File: config.mk
export PLATFORM = sky130hd
export DESIGN_NAME = instr_encoder_writer_flat
export DESIGN_NICKNAME = d
export VERILOG_FILES = /design/src/rtl/rapid_pkg.sv /design/src/rtl/instr_encoder_writer_if.sv /design/src/rtl/sync_fifo.sv /design/src/rtl/instr_encoder_writer.sv /design/src/flat_wrapper.sv
export SDC_FILE = /design/constraint.sdc
export NUM_CORES = 1
export LEC_CHECK = 0
export CORE_MARGIN = 2
export CORE_UTILIZATION = 45
export CTS_BUF_LIST = sky130_fd_sc_hd__clkbuf_4 sky130_fd_sc_hd__clkbuf_8
export CTS_CLUSTER_DIAMETER = 200
export DETAILED_ROUTE_END_ITERATION = 10
export GPL_ROUTABILITY_DRIVEN = 0
export PLACE_DENSITY = 0.83
export SLEW_MARGIN = 25
export SYNTH_ARGS = -nofsm -noshare
export SYNTH_HDL_FRONTEND = slang
export SYNTH_HIERARCHICAL = 1
export SYNTH_SLANG_ARGS = --single-unit
File: constraint.sdc
create_clock -name i_clk -period 2.94 [get_ports i_clk]
set_input_delay 0.882 -clock i_clk [delete_from_list [all_inputs] [get_ports i_clk]]
set_output_delay 0.882 -clock i_clk [all_outputs]
set_load 0.005 [all_outputs]
File: src/rtl/rapid_pkg.sv
// rtl/rapid_pkg.sv - RV32I encode classes, opcodes, NOP and encode/range helpers
package rapid_pkg;

  localparam int XLEN = 32;

  typedef enum logic [2:0] {
    CLS_UPPER   = 3'd0,
    CLS_JAL     = 3'd1,
    CLS_JALR    = 3'd2,
    CLS_BRANCH  = 3'd3,
    CLS_LOAD    = 3'd4,
    CLS_STORE   = 3'd5,
    CLS_ALU_IMM = 3'd6,
    CLS_ALU_REG = 3'd7
  } enc_class_e;

  typedef enum logic [1:0] {
    ST_IDLE  = 2'd0,
    ST_RUN   = 2'd1,
    ST_DRAIN = 2'd2
  } wr_state_e;

  // Opcodes shared with decoder_logic so both directions agree on one table
  localparam logic [6:0] OP_LUI     = 7'b0110111;
  localparam logic [6:0] OP_AUIPC   = 7'b0010111;
  localparam logic [6:0] OP_JAL     = 7'b1101111;
  localparam logic [6:0] OP_JALR    = 7'b1100111;
  localparam logic [6:0] OP_BRANCH  = 7'b1100011;
  localparam logic [6:0] OP_LOAD    = 7'b0000011;
  localparam logic [6:0] OP_STORE   = 7'b0100011;
  localparam logic [6:0] OP_ALU_IMM = 7'b0010011;
  localparam logic [6:0] OP_ALU_REG = 7'b0110011;

  localparam logic [XLEN-1:0] NOP = 32'h0000_0013;

  typedef struct packed {
    enc_class_e      cls;
    logic            auipc;
    logic [4:0]      rd;
    logic [4:0]      rs1;
    logic [4:0]      rs2;
    logic [2:0]      funct3;
    logic            iop;
    logic [XLEN-1:0] imm;
  } enc_fields_t;

  // funct3 001 (SLLI) and 101 (SRLI/SRAI) carry a shamt instead of an immediate
  function automatic logic is_shift(input logic [2:0] f3);
    return (f3 == 3'b001) || (f3 == 3'b101);
  endfunction

  function automatic logic [XLEN-1:0] encode_instr(input enc_fields_t f);
    logic [XLEN-1:0] w;
    case (f.cls)
      CLS_UPPER:   w = {f.imm[31:12], f.rd, (f.auipc ? OP_AUIPC : OP_LUI)};
      CLS_JAL:     w = {f.imm[20], f.imm[10:1], f.imm[11], f.imm[19:12], f.rd, OP_JAL};
      CLS_JALR:    w = {f.imm[11:0], f.rs1, 3'b000, f.rd, OP_JALR};
      CLS_BRANCH:  w = {f.imm[12], f.imm[10:5], f.rs2, f.rs1, f.funct3,
                        f.imm[4:1], f.imm[11], OP_BRANCH};
      CLS_LOAD:    w = {f.imm[11:0], f.rs1, f.funct3, f.rd, OP_LOAD};
      CLS_STORE:   w = {f.imm[11:5], f.rs2, f.rs1, f.funct3, f.imm[4:0], OP_STORE};
      CLS_ALU_IMM: w = is_shift(f.funct3)
                     ? {1'b0, (f.iop && (f.funct3 == 3'b101)), 5'b00000, f.imm[4:0],
                        f.rs1, f.funct3, f.rd, OP_ALU_IMM}
                     : {f.imm[11:0], f.rs1, f.funct3, f.rd, OP_ALU_IMM};
      CLS_ALU_REG: w = {1'b0, f.iop, 5'b00000, f.rs2, f.rs1, f.funct3, f.rd, OP_ALU_REG};
      default:     w = NOP;
    endcase
    return w;
  endfunction

  // True when imm sign-extends cleanly from its low 'width' bits
  function automatic logic fits_signed(input logic [XLEN-1:0] imm, input int unsigned width);
    logic [XLEN-1:0] hi;
    hi = XLEN'($signed(imm) >>> (width - 1));
    return (hi == '0) || (hi == '1);
  endfunction

  function automatic logic imm_fits(input enc_fields_t f);
    logic ok;
    case (f.cls)
      CLS_UPPER:   ok = (f.imm[11:0] == 12'h000);
      CLS_JAL:     ok = fits_signed(f.imm, 21) && !f.imm[0];
      CLS_BRANCH:  ok = fits_signed(f.imm, 13) && !f.imm[0];
      CLS_ALU_IMM: ok = is_shift(f.funct3) ? (f.imm[XLEN-1:5] == '0) : fits_signed(f.imm, 12);
      CLS_ALU_REG: ok = 1'b1;
      default:     ok = fits_signed(f.imm, 12);
    endcase
    return ok;
  endfunction

endpackage

File: src/rtl/instr_encoder_writer_if.sv
// rtl/instr_encoder_writer_if.sv - field-bundle handshake and instruction-memory write bus
interface instr_encoder_writer_if;
  import rapid_pkg::*;

  logic            valid;
  logic            ready;
  enc_class_e      cls;
  logic            auipc;
  logic [4:0]      rd;
  logic [4:0]      rs1;
  logic [4:0]      rs2;
  logic [2:0]      funct3;
  logic            iop;
  logic [XLEN-1:0] imm;

  logic            mem_we;
  logic [XLEN-1:0] mem_addr;
  logic [XLEN-1:0] mem_wdata;
  logic            mem_ready;

  modport master (
    output valid, cls, auipc, rd, rs1, rs2, funct3, iop, imm, mem_ready,
    input  ready, mem_we, mem_addr, mem_wdata
  );

  modport slave (
    input  valid, cls, auipc, rd, rs1, rs2, funct3, iop, imm, mem_ready,
    output ready, mem_we, mem_addr, mem_wdata
  );
endinterface

File: src/rtl/sync_fifo.sv
// rtl/sync_fifo.sv - single-clock FIFO holding encoded words ahead of memory writes
module sync_fifo #(
  parameter int DEPTH = 4,
  parameter int WIDTH = 32
) (
  input  logic             i_clk,
  input  logic             i_rst_n,
  input  logic             i_push,
  input  logic [WIDTH-1:0] i_wdata,
  input  logic             i_pop,
  output logic [WIDTH-1:0] o_rdata,
  output logic             o_full,
  output logic             o_empty
);
  localparam int AW = $clog2(DEPTH);

  logic [WIDTH-1:0] r_mem [DEPTH];
  logic [AW-1:0]    r_wr_ptr;
  logic [AW-1:0]    r_rd_ptr;
  logic [AW:0]      r_count;
  logic             w_push;
  logic             w_pop;

  assign w_push  = i_push && !o_full;
  assign w_pop   = i_pop && !o_empty;
  assign o_full  = (r_count == (AW+1)'(DEPTH));
  assign o_empty = (r_count == '0);
  assign o_rdata = r_mem[r_rd_ptr];

  // Storage, pointers and occupancy; storage is cleared so the head reads 0 after reset
  always_ff @(posedge i_clk or negedge i_rst_n) begin
    if (!i_rst_n) begin
      for (int i = 0; i < DEPTH; i++) r_mem[i] <= '0;
      r_wr_ptr <= '0;
      r_rd_ptr <= '0;
      r_count  <= '0;
    end else begin
      if (w_push) begin
        r_mem[r_wr_ptr] <= i_wdata;
        r_wr_ptr        <= r_wr_ptr + 1'b1;
      end
      if (w_pop) r_rd_ptr <= r_rd_ptr + 1'b1;
      case ({w_push, w_pop})
        2'b10:   r_count <= r_count + 1'b1;
        2'b01:   r_count <= r_count - 1'b1;
        default: r_count <= r_count;
      endcase
    end
  end
endmodule

File: src/rtl/instr_encoder_writer.sv
// rtl/instr_encoder_writer.sv - encode RV32I fields and stream words to instruction memory; option ENCODER_RANGE_CHECK_EN
module instr_encoder_writer
  import rapid_pkg::*;
#(
  parameter int DEPTH = 4,
  parameter int CNT_W = 16
) (
  input  logic                   i_clk,
  input  logic                   i_rst_n,
  input  logic                   i_start,
  input  logic [XLEN-1:0]        i_base_addr,
  input  logic                   i_stop,
  instr_encoder_writer_if.slave  bus,
  output logic                   o_busy,
  output logic                   o_done,
  output logic [CNT_W-1:0]       o_count,
  output logic                   o_imm_err
);
  wr_state_e       r_state;
  logic [XLEN-1:0] r_addr;
  logic [CNT_W-1:0] r_count;
  logic            r_done;
  enc_fields_t     w_fields;
  logic [XLEN-1:0] w_word;
  logic [XLEN-1:0] w_head;
  logic            w_full;
  logic            w_empty;
  logic            w_accept;
  logic            w_write;

  // Gather the incoming bundle into one struct for the encoder
  always_comb begin
    w_fields        = '0;
    w_fields.cls    = bus.cls;
    w_fields.auipc  = bus.auipc;
    w_fields.rd     = bus.rd;
    w_fields.rs1    = bus.rs1;
    w_fields.rs2    = bus.rs2;
    w_fields.funct3 = bus.funct3;
    w_fields.iop    = bus.iop;
    w_fields.imm    = bus.imm;
  end

  // Ready depends only on registered state so a same-cycle pop never opens a full FIFO
  assign bus.ready = (r_state == ST_RUN) && !w_full;
  assign w_accept  = bus.valid && bus.ready;
  assign w_write   = !w_empty && bus.mem_ready;

`ifdef ENCODER_RANGE_CHECK_EN
  logic w_imm_ok;
  logic r_imm_err;

  assign w_imm_ok  = imm_fits(w_fields);
  assign w_word    = w_imm_ok ? encode_instr(w_fields) : NOP;
  assign o_imm_err = r_imm_err;

  // Sticky range error, cleared only by the start that opens a new run
  always_ff @(posedge i_clk or negedge i_rst_n) begin
    if (!i_rst_n)                              r_imm_err <= 1'b0;
    else if ((r_state == ST_IDLE) && i_start)  r_imm_err <= 1'b0;
    else if (w_accept && !w_imm_ok)            r_imm_err <= 1'b1;
  end
`else
  assign w_word    = encode_instr(w_fields);
  assign o_imm_err = 1'b0;
`endif

  sync_fifo #(.DEPTH(DEPTH), .WIDTH(XLEN)) u_fifo (
    .i_clk   (i_clk),
    .i_rst_n (i_rst_n),
    .i_push  (w_accept),
    .i_wdata (w_word),
    .i_pop   (w_write),
    .o_rdata (w_head),
    .o_full  (w_full),
    .o_empty (w_empty)
  );

  // Run control, write address and written-word counter
  always_ff @(posedge i_clk or negedge i_rst_n) begin
    if (!i_rst_n) begin
      r_state <= ST_IDLE;
      r_addr  <= '0;
      r_count <= '0;
      r_done  <= 1'b0;
    end else begin
      r_done <= 1'b0;
      if (w_write) begin
        r_addr  <= r_addr + XLEN'(4);
        r_count <= r_count + 1'b1;
      end
      case (r_state)
        ST_IDLE: begin
          if (i_start) begin
            r_state <= ST_RUN;
            r_addr  <= i_base_addr & ~XLEN'(3);
            r_count <= '0;
          end
        end
        ST_RUN: begin
          if (i_stop) r_state <= ST_DRAIN;
        end
        ST_DRAIN: begin
          if (w_empty) begin
            r_state <= ST_IDLE;
            r_done  <= 1'b1;
          end
        end
        default: r_state <= ST_IDLE;
      endcase
    end
  end

  assign bus.mem_we    = !w_empty;
  assign bus.mem_addr  = r_addr;
  assign bus.mem_wdata = w_head;
  assign o_busy        = (r_state != ST_IDLE);
  assign o_done        = r_done;
  assign o_count       = r_count;
endmodule

File: src/flat_wrapper.sv
// flat-port wrapper written by rule: the top's interface ports become plain ports
module instr_encoder_writer_flat import rapid_pkg::*;
#(
  parameter int DEPTH = 4,
  parameter int CNT_W = 16
)
  (i_clk, i_rst_n, i_start, i_base_addr, i_stop, o_busy, o_done, o_count, o_imm_err, bus_valid, bus_cls, bus_auipc, bus_rd, bus_rs1, bus_rs2, bus_funct3, bus_iop, bus_imm, bus_mem_ready, bus_ready, bus_mem_we, bus_mem_addr, bus_mem_wdata);
  instr_encoder_writer_if bus_i ();
  input  logic i_clk;
  input  logic i_rst_n;
  input  logic i_start;
  input  logic [XLEN-1:0] i_base_addr;
  input  logic i_stop;
  output logic o_busy;
  output logic o_done;
  output logic [CNT_W-1:0] o_count;
  output logic o_imm_err;
  input wire logic [$bits(bus_i.valid)-1:0] bus_valid;
  input wire logic [$bits(bus_i.cls)-1:0] bus_cls;
  input wire logic [$bits(bus_i.auipc)-1:0] bus_auipc;
  input wire logic [$bits(bus_i.rd)-1:0] bus_rd;
  input wire logic [$bits(bus_i.rs1)-1:0] bus_rs1;
  input wire logic [$bits(bus_i.rs2)-1:0] bus_rs2;
  input wire logic [$bits(bus_i.funct3)-1:0] bus_funct3;
  input wire logic [$bits(bus_i.iop)-1:0] bus_iop;
  input wire logic [$bits(bus_i.imm)-1:0] bus_imm;
  input wire logic [$bits(bus_i.mem_ready)-1:0] bus_mem_ready;
  output wire logic [$bits(bus_i.ready)-1:0] bus_ready;
  output wire logic [$bits(bus_i.mem_we)-1:0] bus_mem_we;
  output wire logic [$bits(bus_i.mem_addr)-1:0] bus_mem_addr;
  output wire logic [$bits(bus_i.mem_wdata)-1:0] bus_mem_wdata;
  assign bus_i.valid = bus_valid;
  assign bus_i.cls = bus_cls;
  assign bus_i.auipc = bus_auipc;
  assign bus_i.rd = bus_rd;
  assign bus_i.rs1 = bus_rs1;
  assign bus_i.rs2 = bus_rs2;
  assign bus_i.funct3 = bus_funct3;
  assign bus_i.iop = bus_iop;
  assign bus_i.imm = bus_imm;
  assign bus_i.mem_ready = bus_mem_ready;
  assign bus_ready = bus_i.ready;
  assign bus_mem_we = bus_i.mem_we;
  assign bus_mem_addr = bus_i.mem_addr;
  assign bus_mem_wdata = bus_i.mem_wdata;
  instr_encoder_writer #(.DEPTH(DEPTH), .CNT_W(CNT_W)) u_core (.i_clk(i_clk), .i_rst_n(i_rst_n), .i_start(i_start), .i_base_addr(i_base_addr), .i_stop(i_stop), .bus(bus_i), .o_busy(o_busy), .o_done(o_done), .o_count(o_count), .o_imm_err(o_imm_err));
endmodule
* Word-level counts from Yosys, hierarchy flattened
Cells that the tools add are included.
Storage, ports and cells: register bits 186, bits in latches 0, memory bits (writable) 0, memory bits (read-only) 0, input bits 93, output and inout bits 85, logic and storage cells 77, memories 0
Operators by class: $add $sub $neg 6, multiply operators 0, divide/modulo/power cells 0, magnitude comparators 3, eq/ne operators 17, shift operators 0, mux-type cells 22, bitwise gates (word level) 2, reduce and logical (&&, ||, !) cells 16
Operators with widths (number):
- case mux 32 bit (8 select lines) | 1
- two-way mux 32 bit | 7
- bitwise mux 128 bit | 1
- binary-select mux 32 bit (select 2 bit) | 1
- demux 32 bit (select 2 bit) | 1
- two-way mux 16 bit | 3
- adder 32 x 3 -> 32 bit, second input constant | 1
- equality test 3 bit, second input constant | 6
- adder 16 x 1 -> 16 bit, second input constant | 1
- logical AND 1 bit | 7
- equality test 3 x 1 -> 1 bit, second input constant | 2
- equality test 3 x 2 -> 1 bit, second input constant | 2
- >= comparator 3 bit, second input constant | 2
- logical NOT 3 bit | 2
- two-way mux 2 bit | 3
- two-way mux 6 bit | 1
- NOT 2 -> 3 bit | 2
- case mux 2 bit (3 select lines) | 1
- case mux 3 bit (2 select lines) | 1
- adder 2 x 1 -> 2 bit, second input constant | 2
- equality test 2 x 1 -> 1 bit, second input constant | 2
- equality test 2 bit, second input constant | 2
- inequality test 2 bit, second input constant | 2
- nonzero test 2 bit | 2
- other kinds (9) | 11

* Logic depth before layout (Yosys ltp)
Gate-level depths: netlist of run 1.
depth after elaboration 7, depth in mapped cells 10

* Modules after synthesis
Netlist of run 1, hierarchy kept.
Modules (own cells, without submodules):
- sync_fifo | times used 1, cells an instance 348, area each 5963.2 um^2, seq. area each 3378.2 um^2
- instr_encoder_writer | times used 1, cells an instance 376, area each 3098.0 um^2, seq. area each 1226.2 um^2

* Worst setup path before layout of run 1
OpenSTA, ideal clock, no wires.
path type input to register, from input bus_mem_ready, to register u_core.u_fifo.r_count[2], setup time 0.079 ns, arrival 2.517 ns, setup slack 0.344 ns, stages on the path 9, cells stage by stage nor2b_1 -> clkbuf_1 -> o31a_1 -> ha_1 -> inv_1 -> fa_1 -> xor2_1 -> nor2_1 -> xor2_1
On the way: word-level cells in the longest chain between the ends 4, elaborated cells between the ends (all ways) 6, classes of those cells eq/ne: 2; mux: 1; reduce/logical: 3
RTL lines:
- start: declaration | line flat_wrapper.sv:27 | input wire logic [$bits(bus_i.mem_ready)-1:0] bus_mem_ready;
- logical AND 1 bit (*) | line instr_encoder_writer.sv:47 | assign w_write = !w_empty && bus.mem_ready;
- net u_core.w_write | line instr_encoder_writer.sv:29 | logic w_write;
- logical AND 1 bit (*) | line sync_fifo.sv:25 | assign w_pop = i_pop && !o_empty;
- net u_core.u_fifo.w_pop | line sync_fifo.sv:22 | logic w_pop;
- equality test 2 x 1 -> 1 bit / equality test 2 bit (equally long branches) | line sync_fifo.sv:43 | case ({w_push, w_pop})
- case mux 3 bit (2 select lines) / nonzero test 2 bit (equally long branches)
- end signal: assignment | line sync_fifo.sv:44 | 2'b10: r_count <= r_count + 1'b1;
- end signal: assignment | line sync_fifo.sv:45 | 2'b01: r_count <= r_count - 1'b1;
- end signal: assignment | line sync_fifo.sv:46 | default: r_count <= r_count;
- end: declaration | line sync_fifo.sv:20 | logic [AW:0] r_count;
Mark *: on every way through the listed nets, which the timed path passes. The rest lies on a longest branch. A chain may end at the register's enable or synchronous reset.

* Worst setup path after layout of run 1
from register u_core.u_fifo.r_rd_ptr[0], to output bus_mem_wdata[13]
On the way: word-level cells in the longest chain between the ends 4
RTL lines:
- start: declaration | line sync_fifo.sv:19 | logic [AW-1:0] r_rd_ptr;
- start signal: assignment | line sync_fifo.sv:42 | if (w_pop) r_rd_ptr <= r_rd_ptr + 1'b1;
- NOT 2 -> 3 bit (implied by the code) | line sync_fifo.sv:28 | assign o_rdata = r_mem[r_rd_ptr];
- binary-select mux 32 bit (select 2 bit) | line sync_fifo.sv:28
- two-way mux 32 bit (implied by the code) (2 in a row) | line sync_fifo.sv:28
- end: declaration | line flat_wrapper.sv:31 | output wire logic [$bits(bus_i.mem_wdata)-1:0] bus_mem_wdata;
No other way between the ends. The select of a mux whose other input is x is not followed.

==> results of run 1 <==
-- per-stage QoR --
step	cell area, µm²	hold WS [ps]	util (%)
floorplan	9090	459	-
global placement	11300	483	57.5
detailed placement	11300	491	57.5
CTS	11600	370	59.3
global route	11700	373	59.7
finish	11700	375	59.7
-- routing by layer --
metal  global-route usage (%)  share of wire, %  routed length [µm]
met5                        0                 0                   0
met4                     8.04               3.5                 746
met3                     4.42               3.4                 733
met2                     36.3                52               11100
met1                     25.4                41                8880
-- sequential cells by signal, indices dropped and copies added, names as in the netlist --
signal / count
u_core/bus.mem_addr: 30
u_core/u_fifo/r_wr_ptr: 2
u_core/u_fifo/r_mem: 128
u_core/r_state: 2
u_core/u_fifo/r_rd_ptr: 2
u_core/o_done: 1
u_core/u_fifo/r_count: 3
u_core/o_count: 16
-- synthesized netlist by cell type, drive strengths merged (4+ instances only) --
library cell,instances,area [µm²]
nor4,4,40.0
inv,16,60.1
xor2,24,210
and3,4,25.0
buf,21,194
ha,7,87.6
or2,4,25.0
nor3,13,75.1
mux2,133,1500
and2,8,50.1
a31oi,6,37.5
nand4,10,68.8
o21ai,35,175
a22o,7,61.3
a21oi,4,20.0
clkbuf,19,71.3
dfrtp,184,4600
xnor2,27,236
nor2,38,143
a211oi,4,30.0
mux4,33,743
nand2,83,312
nand3,12,60.1
-- power groups by stage --
stage / sequential (µW) / clock, µW / combinational (µW)
3_5_place_dp: 4460 / 0 / 4890
3_3_place_gp: 4370 / 0 / 4730
5_1_grt: 4570 / 1860 / 5050
6_report: 4420 / 1690 / 4670
2_1_floorplan: 4230 / 0 / 2740
4_1_cts: 4410 / 1750 / 4640
-- placed cells by master, fill, tap and decap left out, types with 12 or more instances in the layout --
master and count:
nand2_1 83, o21ai_0 29, dfrtp_1 183, clkbuf_8 18, buf_4 27, inv_1 16
nor2_1 33, mux2_2 133, mux4_2 33, clkdlybuf4s50_1 139, xor2_1 24, nand3_1 12
dlygate4sd2_1 32, xnor2_1 27
-- worst max-delay path by stage --
stage | end | slack [ps] | depth (start not counted)
after detailed placement | u_core/u_fifo/r_count[2] | 110 | 9
after CTS | bus_mem_wdata[13] | 10 | 4
after global routing | bus_mem_wdata[13] | 20 | 4
after floorplan | u_core/u_fifo/r_count[2] | 340 | 9
after global placement | u_core/u_fifo/r_count[2] | 150 | 9
final | bus_mem_wdata[13] | 110 | 4
-- layout make-up --
type	count	area [µm²]	area share (%)
repair buffers	210	2110	18.0
inverters	16	60.1	0.514
multi-input cells	493	4200	36.0
flip-flops and latches	184	4610	39.4
well taps	265	332	2.84
clock inverters	13	136	1.17
clock buffers	18	248	2.12
-- what timing repair did --
action / CTS / global route
resized for setup: 32 / 0
endpoints found under the setup margin: 32 / 2
setup buffers: 3 / 7
-- worst reg2reg max path: cells and delay by family (launching register included) --
kind,cells,cell delay (ps)
adders and majority gates,2,590
buffers and inverters,1,60
xor gates and xnor gates,2,300
DFF,1,450
and+or+nand+nor,5,790
-- cells by family (layout without fill, tap and decap cells) --
group | count (synthesis) | in the layout
XOR/XNOR | 51 | 51
AO/OA/AOI/OAI | 63 | 63
buffers and inverters | 56 | 257
adder cells (fa/ha/maj) | 8 | 8
other | 2 | 11
flip-flops | 184 | 184
multiplexers | 169 | 169
AND/OR/NAND/NOR | 191 | 191
==> results.toml, run 1 <==
[pwr]
p_sw_share_pct = 32.7
p_total_uw = 10800
power_density_nw_per_um2 = 922
power_leakage_uw = 0.00500
ir_worst_vdd_mv = 0.461
p_clk_share_pct = 15.6
seq_power_share_pct = 41.0
intPower_uw = 7250
power_frac_comb_pct = 43.4
p_switching_uw = 3530

[floorplanning]
placeableCoreArea_um2 = 19600
die_x_um = 146
dieHeight_um = 146
rows = 51
start_util_pct = 46.3
io-pin-count = 178
die_area_um2 = 21300

[clock_tree]
cts_tree = "yes"
clock-sinks = 184
cts_hold_buf = 0
clk_pin_slew_ps = 100
cts_max_level = 4
numCtsBuffers = 17
insertion_delay_ps = 470
clock-root-buffer = "clkbuf_8"
clock_path_buffers = 2

[yosys]
ys_seq_area_share_pct = 50.8
synthFlopType = "dfrtp_1"
synth-compound-area-share_pct = 4.14
synth_top_family_by_area = "multiplexers"
async_reset_ff_share_pct = 100
ys_ff_latch = 184
synth.distinct_cells = 47
synth_edf_count = 0
synthMuxAreaShare_pct = 25.1
avgSynthCellArea_um2 = 12.5
synth_area_um2 = 9060
synth-xor-area-share_pct = 4.93
yosysWarnings = 6
synthCells = 724
synth_adder_area_share_pct = 1.19
yosys.area_share.simple_pct = 10.2

[critical_path]
worstSetupStartpoint = "u_core/u_fifo/r_rd_ptr[0]"
end_kind = "output pin"
cpMaxStageDelayCell = "mux4_2"
r2r_cells = 10
crit_fanout = 11
critPathKind = "reg2out"
path_delay_family = "buffers and inverters"
cpPeakStageDelay_ps = 480
rrSetupSlack_ps = 680
cp_num_buf_inv = 3
reg2reg_from = "u_core/u_fifo/r_count[1]"
path_cells = "buf_12 -> buf_4 -> mux4_2 -> dlygate4sd2_1"
critPathRequiredTime_ps = 2060
cp.arrival_ps = 1950
timing.rr.end = "u_core/u_fifo/r_count[2]"
cp-start-kind = "flop"

[routing]
drt-vias-per-instance = 5.28
wl_per_cell_um = 17.9
post-route-drc-count = 0
route.vias.total = 6332
drt-total-wl_um = 21500
drt_iter0_markers = 285
postRouteAntennaNets = 0
dr.pass1.iters = 5

[global_routing]
grt_overflow = 0
grt.total_usage_pct = 20.8
grt_pass1_wl_um = 35200
grt_antenna_before_repair = 0
grt_pass1_vias = 6751
grt_max_degree = 77

[timing]
hold_viol = 0
period_share_pct = 96.3
drv_slew = 0
fmax_mhz = 353
finClkSkew_ps = 18.5
relSlewSlack_pct = 62.0
grt_setup_unrepaired = "false"
worstMarginPinSlew_ps = 564
fin_crit_ps = 2830
setup_slack_ps = 109
tns_ps = 0
setup_viol = 0

[job]
maxCapViolations = 0

[place]
io_buffers = 172
dp_cells = 1158
place.detailed.hpwl_um = 14900
dp_slack_ps = 106

[cells_and_area]
fill_cells = 1575
instances_no_fill = 1199
drive_above_1_share_pct = 26.9
area_growth_pct = 29.0
layout.nets = 1023
num_antenna_cells = 0

[run_status]
status = "completed"

[hold_path]
min_path_type = "in2async"
Power figures use the tool's default switching activity.
==> inputs of run 2 (changes only) <==
CORE_UTILIZATION = 54   (was 45)
PLACE_DENSITY = 0.95   (was 0.83)
==> run 2 against run 1 <==
  * Final cell count shrank 4.2%
  * Hold slack lost 37 ps
  * Register-to-register slack barely moved
  * Core utilization increased by 11 points
  * Sequential power barely moved
  * Clock power about the same
  * Worst setup slack gained 12 ps
  * Largest cell class unchanged
  * Highest routed layer unchanged
==> results.toml, run 2 (synthesis results as in run 1) <==
[routing]
drt_iter0_markers = 352
dr.pass1.iters = 5
route.vias.total = 6537
drt-total-wl_um = 21700
drt-vias-per-instance = 5.69
post-route-drc-count = 0
wl_per_cell_um = 18.9
postRouteAntennaNets = 0

[clock_tree]
cts_hold_buf = 0
cts_tree = "yes"
clk_pin_slew_ps = 110
insertion_delay_ps = 460
cts_max_level = 4
clock-root-buffer = "clkbuf_8"
numCtsBuffers = 17
clock-sinks = 184
clock_path_buffers = 2

[cells_and_area]
drive_above_1_share_pct = 26.5
area_growth_pct = 28.1
largest_register_ffs = 128
instances_no_fill = 1149
num_antenna_cells = 0
layout.nets = 1017
final_cell_mix = "183 x dfrtp_1, 139 x clkdlybuf4s50_1, 133 x mux2_2"
top_register = "u_core/u_fifo/r_mem"
final_common_cell = "dfrtp_1"
seqCellArea_um2 = 4610
fill_cells = 1098
multi_input_area_um2 = 4200

[critical_path]
end_kind = "output pin"
r2r_cells = 10
crit_fanout = 8
critPathRequiredTime_ps = 2060
cp-start-kind = "flop"
cp.arrival_ps = 1940
timing.rr.end = "u_core/u_fifo/r_count[2]"
rrSetupSlack_ps = 680
reg2reg_from = "u_core/u_fifo/r_count[0]"
critPathKind = "reg2out"

[timing]
fin_crit_ps = 2820
hold_viol = 0
drv_slew = 0
worstMarginPinSlew_ps = 523
tns_ps = 0
setup_viol = 0
relSlewSlack_pct = 64.8
finClkSkew_ps = 21.9
fmax_mhz = 355
grt_setup_unrepaired = "false"
period_share_pct = 95.9

[place]
dp_cells = 1113
place.detailed.hpwl_um = 14900
io_buffers = 172

[global_routing]
grt_pass1_wl_um = 35200
grt_antenna_before_repair = 0
grt_overflow = 0
grt.total_usage_pct = 25.2
grt_max_degree = 69
grt_pass1_vias = 6711

[floorplanning]
rows = 47
die_area_um2 = 17800
dieHeight_um = 134
io-pin-count = 178
die_x_um = 134
start_util_pct = 55.0
placeableCoreArea_um2 = 16500

[hold_path]
min_path_type = "in2async"

[pwr]
power_density_nw_per_um2 = 932
power_leakage_uw = 0.00499
ir_worst_vdd_mv = 0.438

[run_status]
status = "completed"

[job]
maxCapViolations = 0
run 2: through the flow:
step	cell area (µm²)	setup slack [ps]	util, %	power (µW)	hold WS [ps]
2_1_floorplan	9090	344	-	6980	459
3_3_place_gp	11200	152	67.9	9010	484
3_5_place_dp	11200	116	67.9	9300	492
4_1_cts	11600	83.5	70.5	10900	331
5_1_grt	11600	34.2	70.5	11400	344
6_report	11600	121	70.5	10800	338
run 2: how the worst max path moves through the flow:
stage / startpoint / to / depth (start not counted)
finish: u_core/u_fifo/r_rd_ptr[0] / bus_mem_wdata[23] / 4
floorplan: bus_mem_ready / u_core/u_fifo/r_count[2] / 9
CTS: u_core/u_fifo/r_rd_ptr[0] / bus_mem_wdata[9] / 4
global route: u_core/u_fifo/r_rd_ptr[0] / bus_mem_wdata[23] / 4
global placement: bus_mem_ready / u_core/u_fifo/r_count[2] / 9
detailed placement: bus_mem_ready / u_core/u_fifo/r_count[2] / 9
run 2: final cells by class:
cell class / instances / share of cell area [%]
Clock inverter: 15 / 1.36
Multi-Input combinational cell: 493 / 36.2
Sequential cell: 184 / 39.7
Timing Repair Buffer: 204 / 17.9
Clock buffer: 17 / 2.02
Inverter: 16 / 0.517
Tap cell: 220 / 2.37
run 2: repair_timing:
| item | 4_1_cts | 5_1_grt |
|---|---|---|
| gates resized for setup | 34 | 0 |
| buffers inserted | 2 | 0 |
| setup endpoints to repair | 32 | 0 |
run 2: worst max-delay path: stages, from the launching register on:
cell           delay (ps)
dfrtp_2               420
buf_12                130
buf_16                140
mux4_2                510
dlygate4sd2_1         280
run 2: power by group:
part	internal, µW	leakage [µW]	switching (µW)
clock network	703	0.000191	981
registers	3640	0.00232	811
logic	2870	0.00248	1820
total	7220	0.00499	3610
run 2: routing by layer:
layer  share of wire [%]  GRT usage [%]  up-vias  routed length, µm
met4                 3.8           11.1        0                817
li1                    -              -     2936                  -
met1                  40           31.7     3323               8670
met5                   0              0        -                  0
met2                  52           43.0      218              11200
met3                 4.7           4.49       60               1010
